`config.mk`:
```
export PLATFORM = sky130hd
export DESIGN_NAME = pipe_scroller_flat
export DESIGN_NICKNAME = d
export VERILOG_FILES = /design/src/rtl/flappy_pkg.sv /design/src/rtl/pipe_scroller_if.sv /design/src/rtl/pipe_column_gen.sv /design/src/rtl/pipe_scroller.sv /design/src/flat_wrapper.sv
export SDC_FILE = /design/constraint.sdc
export NUM_CORES = 1
export LEC_CHECK = 0
export BUFFER_PORTS_ARGS = -buffer_cell sky130_fd_sc_hd__buf_2
export CAP_MARGIN = 20
export CORE_MARGIN = 2
export CORE_UTILIZATION = 40
export DETAILED_ROUTE_END_ITERATION = 16
export SETUP_SLACK_MARGIN = 0.4
export SLEW_MARGIN = 30
export SYNTH_ARGS = -nofsm -noshare
export SYNTH_HDL_FRONTEND = slang
export SYNTH_SLANG_ARGS = --single-unit
```
`constraint.sdc`:
```
create_clock -name clock -period 1.6 [get_ports clock]
set_input_delay 0.08 -clock clock [delete_from_list [all_inputs] [get_ports clock]]
set_output_delay 0.08 -clock clock [all_outputs]
set_load 0.02 [all_outputs]
```
`src/rtl/flappy_pkg.sv`:
```
// Shared types and sizes for the flappy game blocks.
package flappy_pkg;
  localparam int unsigned ROWS  = 8;
  localparam int unsigned gap_w = 3;

  typedef enum logic [1:0] {IDLE, RUN, FLUSH} state_t;
endpackage

```
`src/rtl/pipe_scroller_if.sv`:
```
// Gap stream link between the gap generator and the pipe scroller.
interface pipe_scroller_if;
  import flappy_pkg::*;

  logic [gap_w-1:0] gap_height;
  logic [gap_w-1:0] gap_size;
  logic             gap_take;

  modport master (output gap_height, output gap_size, input gap_take);
  modport slave  (input gap_height, input gap_size, output gap_take);
endinterface

```
`src/rtl/pipe_column_gen.sv`:
```
// Turns a {height, size} gap description into one obstacle column (1 = pipe).
module pipe_column_gen
  import flappy_pkg::*;
(
  input  logic [gap_w-1:0] height,
  input  logic [gap_w-1:0] size,
  output logic [ROWS-1:0]  column
);

  logic [gap_w:0]   top_sum;
  logic [gap_w-1:0] top;

  always_comb begin
    top_sum = {1'b0, height} + {1'b0, size};
    // Gap top saturates at the highest row instead of wrapping.
    top     = top_sum[gap_w] ? '1 : top_sum[gap_w-1:0];
    column  = '1;
    for (int r = 0; r < int'(ROWS); r++) begin
      column[r] = ~((r >= int'(height)) && (r <= int'(top)));
    end
  end

endmodule

```
`src/rtl/pipe_scroller.sv`:
```
// Scrolling obstacle grid: spawns pipes from the gap stream, shifts left, scores and collides.
module pipe_scroller
  import flappy_pkg::*;
#(
  parameter int unsigned COLS         = 16,
  parameter int unsigned SCROLL_DIV   = 4,
  parameter int unsigned PIPE_SPACING = 6,
  parameter int unsigned BIRD_COL     = 3
) (
  input  logic                 clock,
  input  logic                 reset_n,
  input  logic                 enable,
  input  logic                 clear,
  input  logic [gap_w-1:0]     bird_row,
  pipe_scroller_if.slave       gap_bus,
  output logic [COLS*ROWS-1:0] grid,
  output logic                 collision,
  output logic                 score_tick
);

  localparam int unsigned DivW = $clog2(SCROLL_DIV);
  localparam int unsigned SpW  = $clog2(PIPE_SPACING);

  state_t                state_q, state_d;
  logic [DivW-1:0]       div_q;
  logic [SpW-1:0]        sp_q;
  logic [COLS*ROWS-1:0]  grid_q;
  logic                  collision_q;
  logic                  score_q;
  logic                  adv;
  logic                  step;
  logic                  spawn;
  logic [ROWS-1:0]       new_col;
  logic [ROWS-1:0]       bird_col;

  pipe_column_gen u_col_gen (
    .height (gap_bus.gap_height),
    .size   (gap_bus.gap_size),
    .column (new_col)
  );

  assign adv      = (state_q == RUN) && enable && !clear;
  assign step     = adv && (div_q == DivW'(SCROLL_DIV - 1));
  assign spawn    = step && (sp_q == '0);
  assign bird_col = grid_q[BIRD_COL*ROWS +: ROWS];

  always_ff @(posedge clock or negedge reset_n) begin
    if (!reset_n) begin
      state_q <= IDLE;
    end else begin
      state_q <= state_d;
    end
  end

  always_comb begin
    state_d = state_q;
    if (clear) begin
      state_d = FLUSH;
    end else begin
      unique case (state_q)
        IDLE:    if (enable) state_d = RUN;
        RUN:     if (!enable) state_d = IDLE;
        FLUSH:   state_d = IDLE;
        default: state_d = IDLE;
      endcase
    end
  end

  always_comb begin
    gap_bus.gap_take = spawn;
  end

  always_ff @(posedge clock or negedge reset_n) begin
    if (!reset_n) begin
      div_q       <= '0;
      sp_q        <= '0;
      grid_q      <= '0;
      collision_q <= 1'b0;
      score_q     <= 1'b0;
    end else if (clear) begin
      div_q       <= '0;
      sp_q        <= '0;
      grid_q      <= '0;
      collision_q <= 1'b0;
      score_q     <= 1'b0;
    end else begin
      // The column about to enter BIRD_COL-1 has just cleared the bird.
      score_q <= step && (|bird_col);
      if (state_q == RUN) begin
        collision_q <= bird_col[bird_row];
      end else if (state_q == FLUSH) begin
        collision_q <= 1'b0;
      end
      if (adv) begin
        div_q <= step ? '0 : div_q + 1'b1;
      end
      if (step) begin
        sp_q   <= spawn ? SpW'(PIPE_SPACING - 1) : sp_q - 1'b1;
        grid_q <= {(spawn ? new_col : {ROWS{1'b0}}), grid_q[COLS*ROWS-1:ROWS]};
      end
    end
  end

  assign grid       = grid_q;
  assign collision  = collision_q;
  assign score_tick = score_q;

endmodule
```
`src/flat_wrapper.sv`:
```
// flat-port wrapper written by rule: the top's interface ports become plain ports
module pipe_scroller_flat import flappy_pkg::*;
#(
  parameter int unsigned COLS         = 16,
  parameter int unsigned SCROLL_DIV   = 4,
  parameter int unsigned PIPE_SPACING = 6,
  parameter int unsigned BIRD_COL     = 3
)
  (clock, reset_n, enable, clear, bird_row, grid, collision, score_tick, gap_bus_gap_height, gap_bus_gap_size, gap_bus_gap_take);
  pipe_scroller_if gap_bus_i ();
  input  logic clock;
  input  logic reset_n;
  input  logic enable;
  input  logic clear;
  input  logic [gap_w-1:0] bird_row;
  output logic [COLS*ROWS-1:0] grid;
  output logic collision;
  output logic score_tick;
  input wire logic [$bits(gap_bus_i.gap_height)-1:0] gap_bus_gap_height;
  input wire logic [$bits(gap_bus_i.gap_size)-1:0] gap_bus_gap_size;
  output wire logic [$bits(gap_bus_i.gap_take)-1:0] gap_bus_gap_take;
  assign gap_bus_i.gap_height = gap_bus_gap_height;
  assign gap_bus_i.gap_size = gap_bus_gap_size;
  assign gap_bus_gap_take = gap_bus_i.gap_take;
  pipe_scroller #(.COLS(COLS), .SCROLL_DIV(SCROLL_DIV), .PIPE_SPACING(PIPE_SPACING), .BIRD_COL(BIRD_COL)) u_core (.clock(clock), .reset_n(reset_n), .enable(enable), .clear(clear), .bird_row(bird_row), .gap_bus(gap_bus_i), .grid(grid), .collision(collision), .score_tick(score_tick));
endmodule
```
==> run_results.csv <==
group,metric,value,unit
floorplanning,core_area,13930,µm²
yosys,synth_area_per_cell,9.189,µm²
timing,final_hold_viol_count,0,
routing,routed_wl,19280,µm
flow_run,cap_violations,0,
worst_setup_path,cp_num_buf_inv,4,
power,power,7.776,mW
finish,diodes,0,
worst_setup_path,crit_path_top_delay_cell,"dfrtp_1",
cts,path_clk_slew,0.06,ns
worst_setup_path,path_class,"flip-flop to output port",
timing,finClkSkew,0.009465,ns
finish,layout.cells.non_filler,1035,
worst_setup_path,cp_data_required_time,1.52,ns
placement,portBuffers,143,
yosys,synth_nets,645,
power,power-per-cell-area,775.8,nW/µm²
routing,drt_pass1_iterations,5,
finish,n_fill_cell,943,
timing,tightest_slew,0.6739,ns
global_route,gr-total-overflow,0,
placement,gp_congestion,0.8194,
floorplanning,die_x,123.8,µm
floorplanning,rows,43,
finish,area_growth,74.53,%
yosys,synth_edf_count,0,
timing,slew_violations,0,
yosys,synthTopCellsByArea,"dfrtp_1, nand2_1, a21oi_1",
worst_setup_path,cp_slowest_stage_delay,0.39,ns
floorplanning,ioPinCount,144,
yosys,synth_area,5743,µm²
routing,post_drt_via_cell_ratio,5.364,
global_route,grt_pass1_wl,29820,µm
floorplanning,die_area,15330,µm²
placement,placed_area,6724,µm²
worst_setup_path,end_kind,"output port",
timing,setup_viol,132,
yosys,ys_types,40,
routing,drc,0,
cts,cts_tree,"built",
yosys,synth_seq_cells,137,
timing,fmaxAchievable,544.4,MHz
worst_setup_path,cp_top_family,"simple AND/OR/NAND/NOR gates",
timing,rsz0062_at_grt,"yes",
timing,whs,0.04846,ns
outcome,violations,"setup timing",
routing,vias,5552,
yosys,ys_async_sr_fraction,100.0,%
power,ir_worst_vdd,680.8,µV
cts,clk-insertion-delay-late,0.42,ns
cts,root_buffer,"clkbuf_16",
routing,drt_iter0_drc,342,
floorplanning,die_y,123.8,µm
yosys,ys_seq_area_share,59.69,%
worst_setup_path,ff2ff_setup_slack,-0.21,ns
floorplanning,start_util,41.21,%
routing,post_drt_wl_per_cell,18.63,µm
global_route,first_global_vias,5659,
cts,cts_buffers,17,
timing,slew_headroom,55.07,%
yosys,synth_cells,625,
yosys,synth_top_area_share,59.69,%
timing,worst_slack,-0.2368,ns
yosys,yosys.area.top_type,"dfrtp_1",
yosys,ys_dominant_reg_cell,"dfrtp_1",
routing,antenna_left,0,
cts,cts_max_level,4,
finish,final_nets,862,
worst_setup_path,path_max_fanout,2,
timing,fin_crit_sh,114.8,%
cts,clock_path_buffers,2,
finish,fin_area,10020,µm²
finish,final_layout_size_suffix_gt1_share,64.68,%
power,p_leak,6.133,nW
cts,clock_sinks,137,
timing,min_period,1.837,ns
yosys,ys_warn_count,0,
global_route,antenna_found_initial,0,
hold_path,hold_path_class,"input pin to flip-flop",
global_route,grt_usage,25.75,%
placement,dp.cells,926,
placement,hpwlAfterDp,9672,µm
worst_setup_path,start_kind,"flip-flop",
global_route,grt_max_degree,98,
worst_setup_path,worstPathArrival,1.76,ns
outcome,status,"complete, but fails checks",
worst_setup_path,path_cells,"inv_2 -> ha_4 -> nand2b_4 -> or3_4 -> buf_8 -> clkinv_4 -> buf_6",
## final timing paths
path | cells after the start | from | endpoint
max in group asynchronous | 3 | reset_n | u_core.grid[31]
hold reg to reg | 2 | u_core.grid[5] | u_core.grid[5]
setup / recovery | 7 | u_core.sp_q[0] | gap_bus_gap_take
setup reg to reg | 10 | u_core.div_q[1] | u_core.grid[24]
min in group asynchronous | 2 | reset_n | u_core.grid[90]
hold / removal | 3 | gap_bus_gap_height[2] | u_core.grid[121]
## through the flow
step / TNS (ns) / setup WS [ns] / util, %
4_1_cts: -14.40 / -0.2464 / 69.50
3_5_place_dp: 0 / 0.01781 / 48.25
2_1_floorplan: 0 / 0.1614 / -
5_1_grt: -24.30 / -0.2893 / 71.93
6_report: -19.64 / -0.2368 / 71.93
3_3_place_gp: 0 / 0.07285 / 48.25
## state kept, by name, indices dropped and copies added, names as in the netlist
register	count
u_core.score_tick	1
u_core.state_q	2
u_core.grid	128
u_core.sp_q	3
u_core.collision	1
u_core.div_q	2
## cells in the final DEF, fill, tap and decap left out, drive strengths merged, types with 3 or more instances in the layout
cell type and count:
nand2 251, buf 238, nor2 9, mux2i 3
nand2b 3, a21oi 124, inv 7, o21ai 11
clkinv 5, nand3 3, clkinvlp 3, nand3b 3
dfrtp 137, ha 6, clkbuf 22
## where the power goes
| part | switching [mW] | internal (mW) |
|---|---|---|
| sequential | 0.00631 | 3.47 |
| combinational | 0.225 | 0.0856 |
| clock | 1.49 | 2.50 |
| total | 1.72 | 6.05 |
## cell type report
| type | count | area (µm²) | area share, % |
|---|---|---|---|
| flip-flops and latches | 137 | 3442 | 34.34 |
| inverters | 7 | 31.28 | 0.3121 |
| well taps | 180 | 225.2 | 2.247 |
| repair buffers | 240 | 2196 | 21.91 |
| clock buffers | 22 | 494.2 | 4.931 |
| multi-input cells | 439 | 3520 | 35.11 |
| clock inverters | 10 | 115.1 | 1.148 |
## cells in the mapped netlist (2+ instances only)
library cell,number
nand2_1,251
dfrtp_1,137
a21oi_1,124
clkbuf_1,25
buf_2,9
buf_6,8
nor2_1,8
o21ai_1,8
ha_1,6
inv_1,6
mux2i_1,3
nand2b_1,3
nand3_1,3
nand3b_1,3
a211oi_1,2
a221oi_1,2
nor3_1,2
nor4_1,2
o21ai_0,2
## worst reg2reg max path: cells and delay by family, from the launching register on
| family | cells | cell delay [ns] |
|---|---|---|
| adder cells (fa/ha/maj) | 1 | 0.19 |
| buffers and inverters | 6 | 0.75 |
| AO/OA/AOI/OAI | 1 | 0.05 |
| AND/OR/NAND/NOR | 2 | 0.27 |
| flip-flops | 1 | 0.41 |
## logic make-up after synthesis
group,synth area share [%]
compound gates,13.36
xor+xnor,0.1525
fa+ha+maj,1.656
buf+inv,4.575
flops,59.70
mux,0.9150
simple gates,19.65
## per-layer routing
metal	vias to the layer above	track usage (%)	share of wire [%]
met4	0	8.949	2.2
li1	2519	-	-
met2	177	42.65	51
met3	42	7.234	6.2
met5	-	0	0
met1	2814	32.42	41
## repair_timing
item,CTS,global route
hold buffers,2,0
endpoints found under the hold margin,52,0
gates resized for setup,394,73
cloned,20,0
pin swaps,117,34
buffers inserted,46,9
endpoints found under the setup margin,134,141
No activity file was read; power rests on OpenSTA's default activity.
